--- src/rtl/bank_wr_distributor.sv ---
// Steers one input word per handshake to one of 16 banks, filling a 16*DEPTH frame.
// Optional diagonal bank skew selected by defining BANK_SKEW_EN.
`ifndef D_width
`define D_width 32
`endif

module bank_wr_distributor #(
  parameter int DEPTH   = 16,
  parameter int A_width = $clog2(DEPTH)
) (
  input  logic                  clk,
  input  logic                  rst_n,
  input  logic                  start,
  input  logic [`D_width-1:0]   D_in,
  input  logic                  in_valid,
  output logic                  in_ready,
  output logic [15:0]           wr_en,
  output logic [A_width-1:0]    wr_addr,
  output logic [`D_width-1:0]   wr_data,
  output logic [4:0]            sel_in,
  output logic                  busy,
  output logic                  done
);

  localparam int CW = A_width + 4;
  localparam logic [CW-1:0] LAST = CW'(16 * DEPTH - 1);

  typedef enum logic [1:0] {
    IDLE,
    FILL,
    DONE
  } state_t;

  state_t state, state_nx;

  logic [CW-1:0]      cnt;
  logic [3:0]         col;
  logic [A_width-1:0] row;
  logic [3:0]         bank;
  logic               accept;

  assign col = cnt[3:0];
  assign row = cnt[CW-1:4];

`ifdef BANK_SKEW_EN
  // Diagonal skew: a column of rows lands in 16 distinct banks
  assign bank = col + row[3:0];
`else
  assign bank = col;
`endif

  assign accept = in_valid & in_ready;

  always_ff @(posedge clk or negedge rst_n) begin
    if (!rst_n) state <= IDLE;
    else        state <= state_nx;
  end

  always_comb begin
    state_nx = state;
    case (state)
      IDLE:    if (start) state_nx = FILL;
      FILL:    if (accept && cnt == LAST) state_nx = DONE;
      DONE:    state_nx = IDLE;
      default: state_nx = IDLE;
    endcase
  end

  always_comb begin
    in_ready = 1'b0;
    busy     = 1'b0;
    done     = 1'b0;
    case (state)
      FILL: begin
        in_ready = ~start;
        busy     = 1'b1;
      end
      DONE:    done = 1'b1;
      default: ;
    endcase
  end

  // Restart from word 0 on start in IDLE or FILL; start in DONE is ignored
  always_ff @(posedge clk or negedge rst_n) begin
    if (!rst_n) begin
      cnt <= '0;
    end else if (start && state != DONE) begin
      cnt <= '0;
    end else if (accept) begin
      cnt <= cnt + 1'b1;
    end
  end

  always_ff @(posedge clk or negedge rst_n) begin
    if (!rst_n) begin
      wr_en   <= '0;
      wr_addr <= '0;
      wr_data <= '0;
      sel_in  <= '0;
    end else begin
      wr_en <= '0;
      if (accept) begin
        wr_en   <= 16'b1 << bank;
        wr_addr <= row;
        wr_data <= D_in;
        sel_in  <= {1'b0, bank};
      end
    end
  end

endmodule

--- config.mk ---
export PLATFORM = sky130hd
export DESIGN_NAME = bank_wr_distributor
export DESIGN_NICKNAME = d
export VERILOG_FILES = /design/src/rtl/bank_wr_distributor.sv
export SDC_FILE = /design/constraint.sdc
export NUM_CORES = 1
export LEC_CHECK = 0
export ABC_AREA = 1
export CORE_AREA = 2 2 80 82
export DETAILED_ROUTE_END_ITERATION = 10
export DIE_AREA = 0 0 82 84
export PLACE_DENSITY = 0.84
export SYNTH_ARGS = -nofsm -noshare
export SYNTH_HDL_FRONTEND = slang
export SYNTH_SLANG_ARGS = --single-unit
--- constraint.sdc ---
create_clock -name clk -period 2.1 [get_ports clk]
set_input_delay 0.525 -clock clk [delete_from_list [all_inputs] [get_ports clk]]
set_output_delay 0.525 -clock clk [all_outputs]
set_load 0.01 [all_outputs]
After elaboration in Yosys (flattened, before gate mapping)
Cells that the tools add are included.

storage, ports and cells
  flip-flop bits (word level) = 66
  latch bits = 0
  memory bits (writable) = 0
  bits in read-only memories = 0
  bits of input ports = 36
  output and inout bits = 60
  word-level logic and storage cells = 30
  memories = 0

operators by class
  add/sub/neg operators = 1
  $mul = 0
  divide/modulo/power cells = 0
  order comparisons = 0
  equal/unequal tests = 6
  shifts and indexed selects = 1
  mux-type cells = 9
  bitwise gates (word level) = 2
  reductions and logical operators = 5

operator list
  operator                                                             number
  16-bit 2-to-1 mux                                                    1
  8-bit 2-to-1 mux                                                     2
  1-bit by 4-bit << shifter with 16-bit output (first input constant)  1
  8-bit by 1-bit adder with 8-bit output (second input constant)       1
  8-bit == test (second input constant)                                1
  2-bit != test (second input constant)                                3
  2-bit 2-to-1 mux                                                     2
  2-bit case mux with 2 select lines                                   1
  1-bit 2-to-1 mux                                                     3
  2-bit by 1-bit == test with 1-bit output (second input constant)     1
  2-bit == test (second input constant)                                1
  1-bit logical AND                                                    2
  2-bit zero test                                                      1
  2-bit AND reduction                                                  1
  2-bit nonzero test                                                   1
  1-bit bitwise AND                                                    1
  1-bit NOT                                                            1

Logic depth before layout (Yosys ltp)
Gate-level depths: netlist (run 1).

  word-level depth = 6
  depth in mapped cells = 8
  depth with buffers taken out = 8

Worst setup path before layout (run 1)
Ideal clock, no wire load.

  path type = flip-flop to flip-flop
  from = register state[1]
  to = register wr_data[21]
  arrival time = 1201 ps
  path slack = 782 ps
  cell stages (with the launch flop) = 9
  path through = dfrtp_1 > inv_1 > nand2_2 > nor2_2 > nand2_1 > buf_2 > buf_6 > nand2_1 > nand2_1

on the way
  longest elaborated chain between the ends = 3

ends and longest elaborated chain
  element                                   RTL line  text
  start: declaration                        34        state_t state, state_nx;
  start signal: assignment                  56        else state <= state_nx;
  2-bit by 1-bit == test with 1-bit output  73        case (state)
  1-bit 2-to-1 mux                          73
  named net in_ready                        16        output logic in_ready,
  1-bit bitwise AND                         52        assign accept = in_valid & in_ready;
  end signal: assignment                    105       wr_data <= D_in;
  end: declaration                          19        output logic [`D_width-1:0] wr_data,

The timed path passes the listed nets, and every way through them passes these cells.
A chain may end at the register's enable or synchronous reset.

Worst setup path after layout (run 1)
  from = register state[0]
  to = output port done

on the way
  longest elaborated chain between the ends = 2

ends and longest elaborated chain
  element           RTL line  text
  2-bit == test     73
  1-bit 2-to-1 mux  73
  end: declaration  22        output logic done

Every way passes these cells.

==> results.txt, run 1 <==
* Antenna Nets Post-Route: 0
- The die is between 80 and 90 um tall.
- Routed length on met3: about 330 um
* Count of endpoints failing hold in the final timing report: 0
* Overall die area: roughly 7000 um2
- Nature of the critical path endpoint: output port
- After detailed routing, the number of vias per cell comes to approximately 4.7.
* Global-route wire length before repair: 9940 um
- Setup slack on the critical path of the routed design comes to around 0.16 ns.
- The tool flagged a number of max-cap violations equal to 0.
* Syn Inst Count: about 290
* Post-synthesis cell type count: 22
- Static power due to leakage: 1.88 nW
* Total iterations of the first detailed-routing run: 4
- In this run, the clock network consumes around 39% of the power.
- Timing would allow up to 516 MHz.
- Per report_power, the sequential group accounts for between 40% and 50% of the total.
* Hpwl dp: between 4000 and 5000 um
- Number of vias in the routed layout: 2213
- Entering global routing, the biggest net connects 32 pins.
- Number of H-tree branching levels: 3
- The area growth from synthesis to layout is 48.7%.
- In this run the top signal layer used is met4.
- The first routing iteration left 109 violations.
- Design area: a little under 4000 um2
- After detailed routing, the met2 layer carries ~3000 um of wire.
- Clock tree from TritonCTS: built
- After synthesis the netlist holds a flip-flop and latch count of 66.
* Cell chosen for the clock root: sky130_fd_sc_hd__clkbuf_8
- Cts-stage hold buffer count: 0
- Internal Power: around 0.0026 W
- Along the worst path, the maximum fanout reaches 4.
* Clock latency of the later-clocked register in the worst-skew pair: between 0.3 and 0.4 ns
- Antenna cells: 0
- During I/O placement, the number of pins put on the boundary was between 90 and 100.
- After detailed routing, the average wire length per cell comes to about 13 um.
* Post-CTS clock slew at the launch and capture registers of the worst setup and hold paths: ~0.070 ns
- Critical path data arrival time: around 1.4 ns
- From left edge to right edge, the die measures 82 um.
- Met1 layer wirelength in the final routing: 2560 um
- Fin util: 64.2%
- The worst setup path is launched from a flip-flop.
- Portion of total power attributed to combinational logic: a little under a fifth
* Overflow left after global routing: 0
- The tree built by TritonCTS fans out to between 60 and 70 sinks.
- Final critical-path required period: around 1.9 ns
* Count of warnings emitted by yosys: 0
* Number of antenna violations at the first check in global routing: 0
- Switching share of total power: approximately a quarter
- In the final layout, the share of cells above drive strength 1 is between 6 and 7%.
- For the worst setup path, the data required time is about 1.6 ns.
- Placer congestion estimate: 0.849
- Fraction of the yosys area taken by sequential cells: 62.8%
- When the netlist entered floorplanning its net count stood at 331.
* Actual transition at the worst max-transition pin: between 0.4 and 0.5 ns
- The via count of the first global-routing pass is around 2200.
- Net count reported at finish: 432
* Remaining DRCs: 0
- Setup repair after global routing left no endpoint under its margin.
- Port-buffer cells: 94
- Average cell area after synthesis: 9.10 um2
- Count of standard-cell rows: 29
- The core region is ~6000 um2.
* Largest clock skew in the final design: about 0.0056 ns
* Longest Clk Path Bufs: 2
- Post-place instance area: 3660 um2
* Worst hold slack: around 0.15 ns
- TritonCTS created 9 clock buffers.
* Maximum vdd drop: between 0.0005 and 0.0006 V
- Total power per unit cell area: approximately 870 nW/um2
* Result of the run: finished, final reports clean
- Slew HR: 66.4%
* Total count of max-transition violations in the final report: 0
- The routed design has 5930 um of wire.
* Switch Pwr: approximately 0.00081 W
* Setup violation total in the final timing report: 0
* Share of the clock period used by the worst path: between 90% and 100%
- The critical path in this run is classified as flip-flop to output port.
- The worst hold path belongs to the class input port to async pin.
- Global-route total usage across every layer: 19.0%
- Once the floorplan was initialized, standard cells occupied a little over two fifths of the core.
- Setup total negative slack on the finished layout was measured at 0 ns.
- OpenSTA, run right after detailed placement, puts the worst setup slack at -0.0587 ns.
* Synthesized area: around 2600 um2
[per-stage QoR]
| stage | power, W | instances |
|---|---|---|
| 2_1_floorplan | 0.00172 | 289 |
| 3_3_place_gp | 0.00211 | 456 |
| 3_5_place_dp | 0.00212 | 456 |
| 4_1_cts | 0.00345 | 472 |
| 5_1_grt | 0.00358 | 472 |
| 6_report | 0.00340 | 472 |
[placed cells by master, fill, tap and decap left out, drive strengths merged, types with 7 or more instances in the layout]
| master | synthesis | layout |
|---|---|---|
| nor3 | 10 | 10 |
| clkbuf | 7 | 12 |
| nand2 | 136 | 136 |
| clkdlybuf4s50 | 0 | 91 |
| o21ai | 13 | 13 |
| inv | 16 | 16 |
| dfrtp | 66 | 66 |
| nor2 | 13 | 13 |
| buf | 5 | 9 |
| nand3 | 7 | 7 |
[power by group through the flow]
| stage | registers [W] | clock network (W) | logic [W] |
|---|---|---|---|
| global placement | 0.00149 | 0 | 0.000616 |
| floorplan | 0.00155 | 0 | 0.000174 |
| finish | 0.00147 | 0.00131 | 0.000624 |
| CTS | 0.00147 | 0.00134 | 0.000635 |
| detailed placement | 0.00149 | 0 | 0.000636 |
| global route | 0.00149 | 0.00141 | 0.000685 |
[state kept, by name (all words and copies together), names as in the netlist]
| register | cells |
|---|---|
| wr_addr | 4 |
| cnt | 8 |
| sel_in | 4 |
| state | 2 |
| wr_data | 32 |
| wr_en | 16 |
[worst max-delay path, stage by stage, from the launching register on]
cell and delay (ns):
sky130_fd_sc_hd__dfrtp_1 0.42, sky130_fd_sc_hd__nor2_1 0.12, sky130_fd_sc_hd__clkdlybuf4s50_1 0.55
[what timing repair did]
| item | in CTS | in global routing |
|---|---|---|
| resized for setup | 2 | 0 |
| buffers inserted | 0 | 0 |
| setup endpoints to repair | 2 | 0 |
| hold endpoints to repair | 0 | 0 |
[Yosys cell counts (all sizes together)]
cell | instances | area (um2)
nand4 | 5 | 31.3
nand3 | 7 | 35.0
nand3b | 1 | 7.51
buf | 5 | 33.8
o22ai | 1 | 6.26
inv | 16 | 60.1
nand2 | 136 | 513
clkbuf | 7 | 26.3
ha | 6 | 75.1
conb | 1 | 3.75
clkinv | 1 | 3.75
nor2 | 13 | 51.3
nor4 | 1 | 6.26
o21ai | 13 | 65.1
dfrtp | 66 | 1650
nor3 | 10 | 61.3
[path summary, 6_finish.rpt]
kind                                        startpoint  depth (start not counted)  slack, ns                      end
max in group asynchronous                        rst_n                          2       1.21  wr_data[22]$_DFFE_PN0P_
worst max-delay path              state[0]$_DFFE_PN0P_                          2       0.16                     done
worst min register to register  wr_data[8]$_DFFE_PN0P_                          2       0.48   wr_data[8]$_DFFE_PN0P_
worst min-delay path                             rst_n                          1       0.15     state[1]$_DFFE_PN0P_
worst max register to register    state[1]$_DFFE_PN0P_                          8       0.64       cnt[6]$_DFFE_PN0P_
min in group clk                wr_data[8]$_DFFE_PN0P_                          2       0.48   wr_data[8]$_DFFE_PN0P_
[routing by layer]
layer	vias to the layer above	global-route usage, %
li1	1093	-
met1	1044	24.0
met2	68	31.0
met3	8	4.65
met4	0	7.42
met5	-	0
[cells by family after synthesis]
family                     share of synthesized area, %
and+or+nand+nor                                    26.8
DFF                                                62.8
buffers and inverters                              4.71
AOI/OAI and AO/OA                                  2.71
adders and majority gates                          2.85
other                                             0.143
[final cells by class]
cell class | instances | area [um2]
Inverter | 17 | 63.8
Timing Repair Buffer | 102 | 993
Sequential cell | 66 | 1650
Tap cell | 77 | 96.3
Fill cell | 476 | 2180
Multi-Input combinational cell | 194 | 856
Clock buffer | 12 | 155
Clock inverter | 4 | 97.6
(Power assumes the default switching activity.)
==> run 2, diff against run 1 <==
--- a/config.mk
+++ b/config.mk
@@ -10,6 +10,7 @@
 export DETAILED_ROUTE_END_ITERATION = 10
 export DIE_AREA = 0 0 82 84
 export PLACE_DENSITY = 0.84
+export SLEW_MARGIN = 20
 export SYNTH_ARGS = -nofsm -noshare
 export SYNTH_HDL_FRONTEND = slang
 export SYNTH_SLANG_ARGS = --single-unit
==> results of run 2 <==
Final layout, timing and power as in run 1 (identical DEF).
==> run 3, diff against run 2 <==
--- a/config.mk
+++ b/config.mk
@@ -6,10 +6,10 @@
 export NUM_CORES = 1
 export LEC_CHECK = 0
 export ABC_AREA = 1
-export CORE_AREA = 2 2 80 82
+export CORE_AREA = 2 2 106 108
 export DETAILED_ROUTE_END_ITERATION = 10
-export DIE_AREA = 0 0 82 84
-export PLACE_DENSITY = 0.84
+export DIE_AREA = 0 0 108 110
+export PLACE_DENSITY = 0.54
 export SLEW_MARGIN = 20
 export SYNTH_ARGS = -nofsm -noshare
 export SYNTH_HDL_FRONTEND = slang
==> run 3 against run 2 <==
  * Clock power down 7%
  * Critical endpoint unchanged
  * Cell area up 2.1%
  * Cell count up 14%
  * Setup slack worse by 0.0075 ns
  * Global-route usage down 7.6 points
  * Flip-flop and latch count unchanged
  * Non-clock buffer count up 1
  * Largest cell class unchanged
  * Sequential power about the same
==> results.txt, run 3 (same netlist as run 1, synthesis figures left out) <==
- Startpoint kind of the worst setup timing path: flip-flop
* Area used by multi-input combinational logic: 858 um2 (+0.29%)
- Global-route track usage on met1: 15.6% (-8.4 points)
- The share of post-route cells with drive strength above 1 is 7.58% (+0.74 points).
- In this run the most used layer during global routing was met2.
* Pwr Total: 0.00332 W (-2.4%)
* Routed wire length per instance: 12.1 um (-3.6%)
* Portion of total power attributed to combinational logic: 19.1% (+0.8 points)
- Placer congestion estimate: 0.749 (-12%)
- The leakage dissipation came to 1.88 nW (+0.18%).
- The minimum setup slack among reg-to-reg paths came to 0.53 ns (-0.11 ns).
* Overflow left after global routing: 0 (unchanged)
- The antenna diode count is 0 (unchanged).
* Endpoint of the lowest-slack register-to-register path: cnt[7]$_DFFE_PN0P_
- Layout Area Growth over Synthesis: 51.9%
- End point of the critical path: done
* Number of antenna violations at the first check in global routing: 0 (unchanged)
* Core Footprint: 10700 um2 (+75%)
* Count of endpoints failing hold in the final timing report: 0 (unchanged)
- The most critical setup path has its startpoint at state[0]$_DFFE_PN0P_.
- Global-route total usage across every layer: 11.4% (-7.6 points)
- Number of H-tree branching levels: 3 (unchanged)
- The starting utilization of the core area is 24.6% (-19 points).
- Critical path data arrival time: 1.42 ns (about the same)
- The count of input and output buffers is 94 (unchanged).
- Pin count of the biggest net entering global routing: 43 (+34%)
* Sequential Power Share: 44.2% (+1.0 points)
* Most flops, register: wr_data
* Final critical-path required period: 1.94 ns (+0.00746 ns)
- Layout filler cell count: 1096 (+130%)
- Cts-stage hold buffer count: 0 (unchanged)
* Number of DRC violations after detailed-routing iteration 0: 98 (-10%)
- Total count of max-transition violations in the final report: 0 (unchanged)
* Crit path kind: flip-flop to output port
- The data required time at the worst endpoint came to 1.57 ns (about the same).
- The post-DP HPWL came to 4610 um (+7.2%).
- The clock skew after layout was 0.0137 ns (+0.00807 ns).
* Met3 Usage GRT: 3.82% (-0.83 points)
- Remaining DRCs: 0 (unchanged)
- CP Cell Sequence: nor2_1 > clkdlybuf4s50_1
- The width of the die came to 108 um (+32%).
* Setup bufs post-CTS: 0 (unchanged)
* Setup violation total in the final timing report: 0 (unchanged)
- The largest individual stage delay along the critical path comes from the cell sky130_fd_sc_hd__clkdlybuf4s50_1.
* Slew HR: 60.4% (-6.0 points)
- The largest stage delay on the critical path came to 0.56 ns (about the same).
- The max-cap violation count is 0 (unchanged).
- The clock-pin slew of the registers on the worst-case setup and hold paths was 0.08 ns (about the same).
- Clock latency of the later-clocked register in the worst-skew pair: 0.34 ns (+0.02 ns)
* Vias in the first global route: 2136 (-1.9%)
- Top delay family on crit path: buffers and inverters
- The library cells used most frequently in the layout, excluding fill and tap cells, are sky130_fd_sc_hd__nand2_1 (134), sky130_fd_sc_hd__clkdlybuf4s50_1 (91), sky130_fd_sc_hd__dfrtp_1 (66), sky130_fd_sc_hd__inv_1 (16).
* Total detailed-routing wirelength: 6490 um (+9.5%)
* Global-route wire length before repair: 10500 um (+5.9%)
- Switch Pwr: 0.000900 W (+11%)
* Critical path depth in cells: 2 (unchanged)
- The number of top-level design ports was 96 (unchanged).
* TritonCTS Buffers: 9 (unchanged)
* Internal Power: 0.00242 W (-6.5%)
- The number of placement rows is 38 (+31%).
- The library cell used most frequently in the layout, excluding fill and tap cells, is sky130_fd_sc_hd__nand2_1.
- The fraction of power spent switching nets was 27.1% (+3.2 points).
- The depth of the most critical reg-to-reg path is 9 (+1).
- Area taken by flip-flops and latches: 1650 um2 (unchanged)
* Clock tree from TritonCTS: built
- The number of vias per cell was 4.09 (-13%).
- The number of flip-flops under the largest register name is 32 (unchanged).
- Cell chosen for the clock root: sky130_fd_sc_hd__clkbuf_8
- Net count reported at finish: 433 (+0.23%)
- Share of the clock period used by the worst path: 92.6% (+0.36 points)
- The run finished with clean final reports.
- The maximum clock path buffer count came to 2 (unchanged).
- Die H: 110 um (+31%)
* Maximum frequency from static timing analysis: 515 MHz (-0.38%)
* Num Clock Sinks: 66 (unchanged)
- Antenna Nets Post-Route: 0 (unchanged)
- Actual transition at the worst max-transition pin: 0.594 ns (+0.0937 ns)
* Maximum vdd drop: 0.000397 V (-31%)
* Total power per unit cell area: 831 nW/um2 (-4.4%)
- Beginning of the worst register-to-register path: state[1]$_DFFE_PN0P_
- Kind of path behind the tightest hold check: input port to async pin
* Number of vias in the routed layout: 2193 (-0.90%)
* TNS Setup: 0 ns (unchanged)
- The met2 layer usage reported by global route was 16.8% (-14 points).
- Total iterations of the first detailed-routing run: 4 (unchanged)
- Nature of the critical path endpoint: output port
- The maximum fanout along the worst path came to 4 (unchanged).
- Unrepaired setup endpoints after global routing: no
* Buf+Inv Stages, Crit Path: 1 (unchanged)
* Overall die area: 11900 um2 (+72%)
- The relative contribution of the clock network to total power came to 36.7% (-1.8 points).
* Top Registers: wr_data x32, wr_en x16, cnt x8
- Worst hold slack: 0.173 ns (+0.0235 ns)
[run 3: cell types whose count changed in the layout (fill, tap and decap cells not counted), sizes merged]
cell / previous run / this run
clkbuf: 12 / 9
buf: 9 / 10
bufinv: 3 / 2
inv: 16 / 19
clkinv: 1 / 2
[run 3: per-stage QoR]
step | cells | worst slack [ns] | util [%] | instance area (um2)
after floorplan | 289 | 0.782 | - | 2630
after detailed placement | 520 | -0.0554 | 35.3 | 3780
final | 536 | 0.156 | 37.4 | 4000
after global placement | 520 | -0.0580 | 35.3 | 3780
after CTS | 536 | 0.118 | 37.4 | 4000
after global routing | 536 | 0.0775 | 37.4 | 4000
[run 3: worst register-to-register path: stages, from the launching register on]
cell and delay, ns:
sky130_fd_sc_hd__dfrtp_1 0.37, sky130_fd_sc_hd__inv_1 0.12, sky130_fd_sc_hd__nand2_2 0.10, sky130_fd_sc_hd__nor2_2 0.10, sky130_fd_sc_hd__buf_4 0.11, sky130_fd_sc_hd__nand2_2 0.18
sky130_fd_sc_hd__nand2_1 0.27, sky130_fd_sc_hd__inv_1 0.11, sky130_fd_sc_hd__nand2_1 0.07, sky130_fd_sc_hd__nand2_1 0.05
[run 3: worst min path at each step]
| stage | endpoint | depth (start not counted) |
|---|---|---|
| 2_1_floorplan | cnt[0]$_DFFE_PN0P_ | 0 |
| 3_3_place_gp | wr_data[14]$_DFFE_PN0P_ | 2 |
| 3_5_place_dp | wr_data[13]$_DFFE_PN0P_ | 2 |
| 4_1_cts | wr_data[18]$_DFFE_PN0P_ | 1 |
| 5_1_grt | wr_data[18]$_DFFE_PN0P_ | 1 |
| 6_report | wr_data[18]$_DFFE_PN0P_ | 1 |
[run 3: power by group through the flow]
stage	Combinational, W	Sequential, W	Clock, W
3_3_place_gp	0.000643	0.00149	0
2_1_floorplan	0.000174	0.00155	0
6_report	0.000634	0.00147	0.00122
4_1_cts	0.000649	0.00147	0.00126
3_5_place_dp	0.000650	0.00149	0
5_1_grt	0.000699	0.00149	0.00131
[run 3: final cells by class]
type                            count  share of cell area (%)
Sequential cell                    66                    41.3
Timing Repair Buffer              103                    25.7
Multi-Input combinational cell    194                    21.5
Tap cell                          140                    4.38
Clock buffer                        9                    3.10
Clock inverter                      7                    2.47
Inverter                           17                    1.60
[run 3: per-layer routing]
layer / up-vias / routed length, um
met3: 8 / 513
li1: 1105 / -
met5: - / 0
met2: 76 / 2830
met4: 0 / 74
met1: 1004 / 3080
[run 3: what timing repair did]
action / CTS / global route
endpoints found under the hold margin: 0 / 0
setup endpoints to repair: 2 / 0
resized for setup: 2 / 0
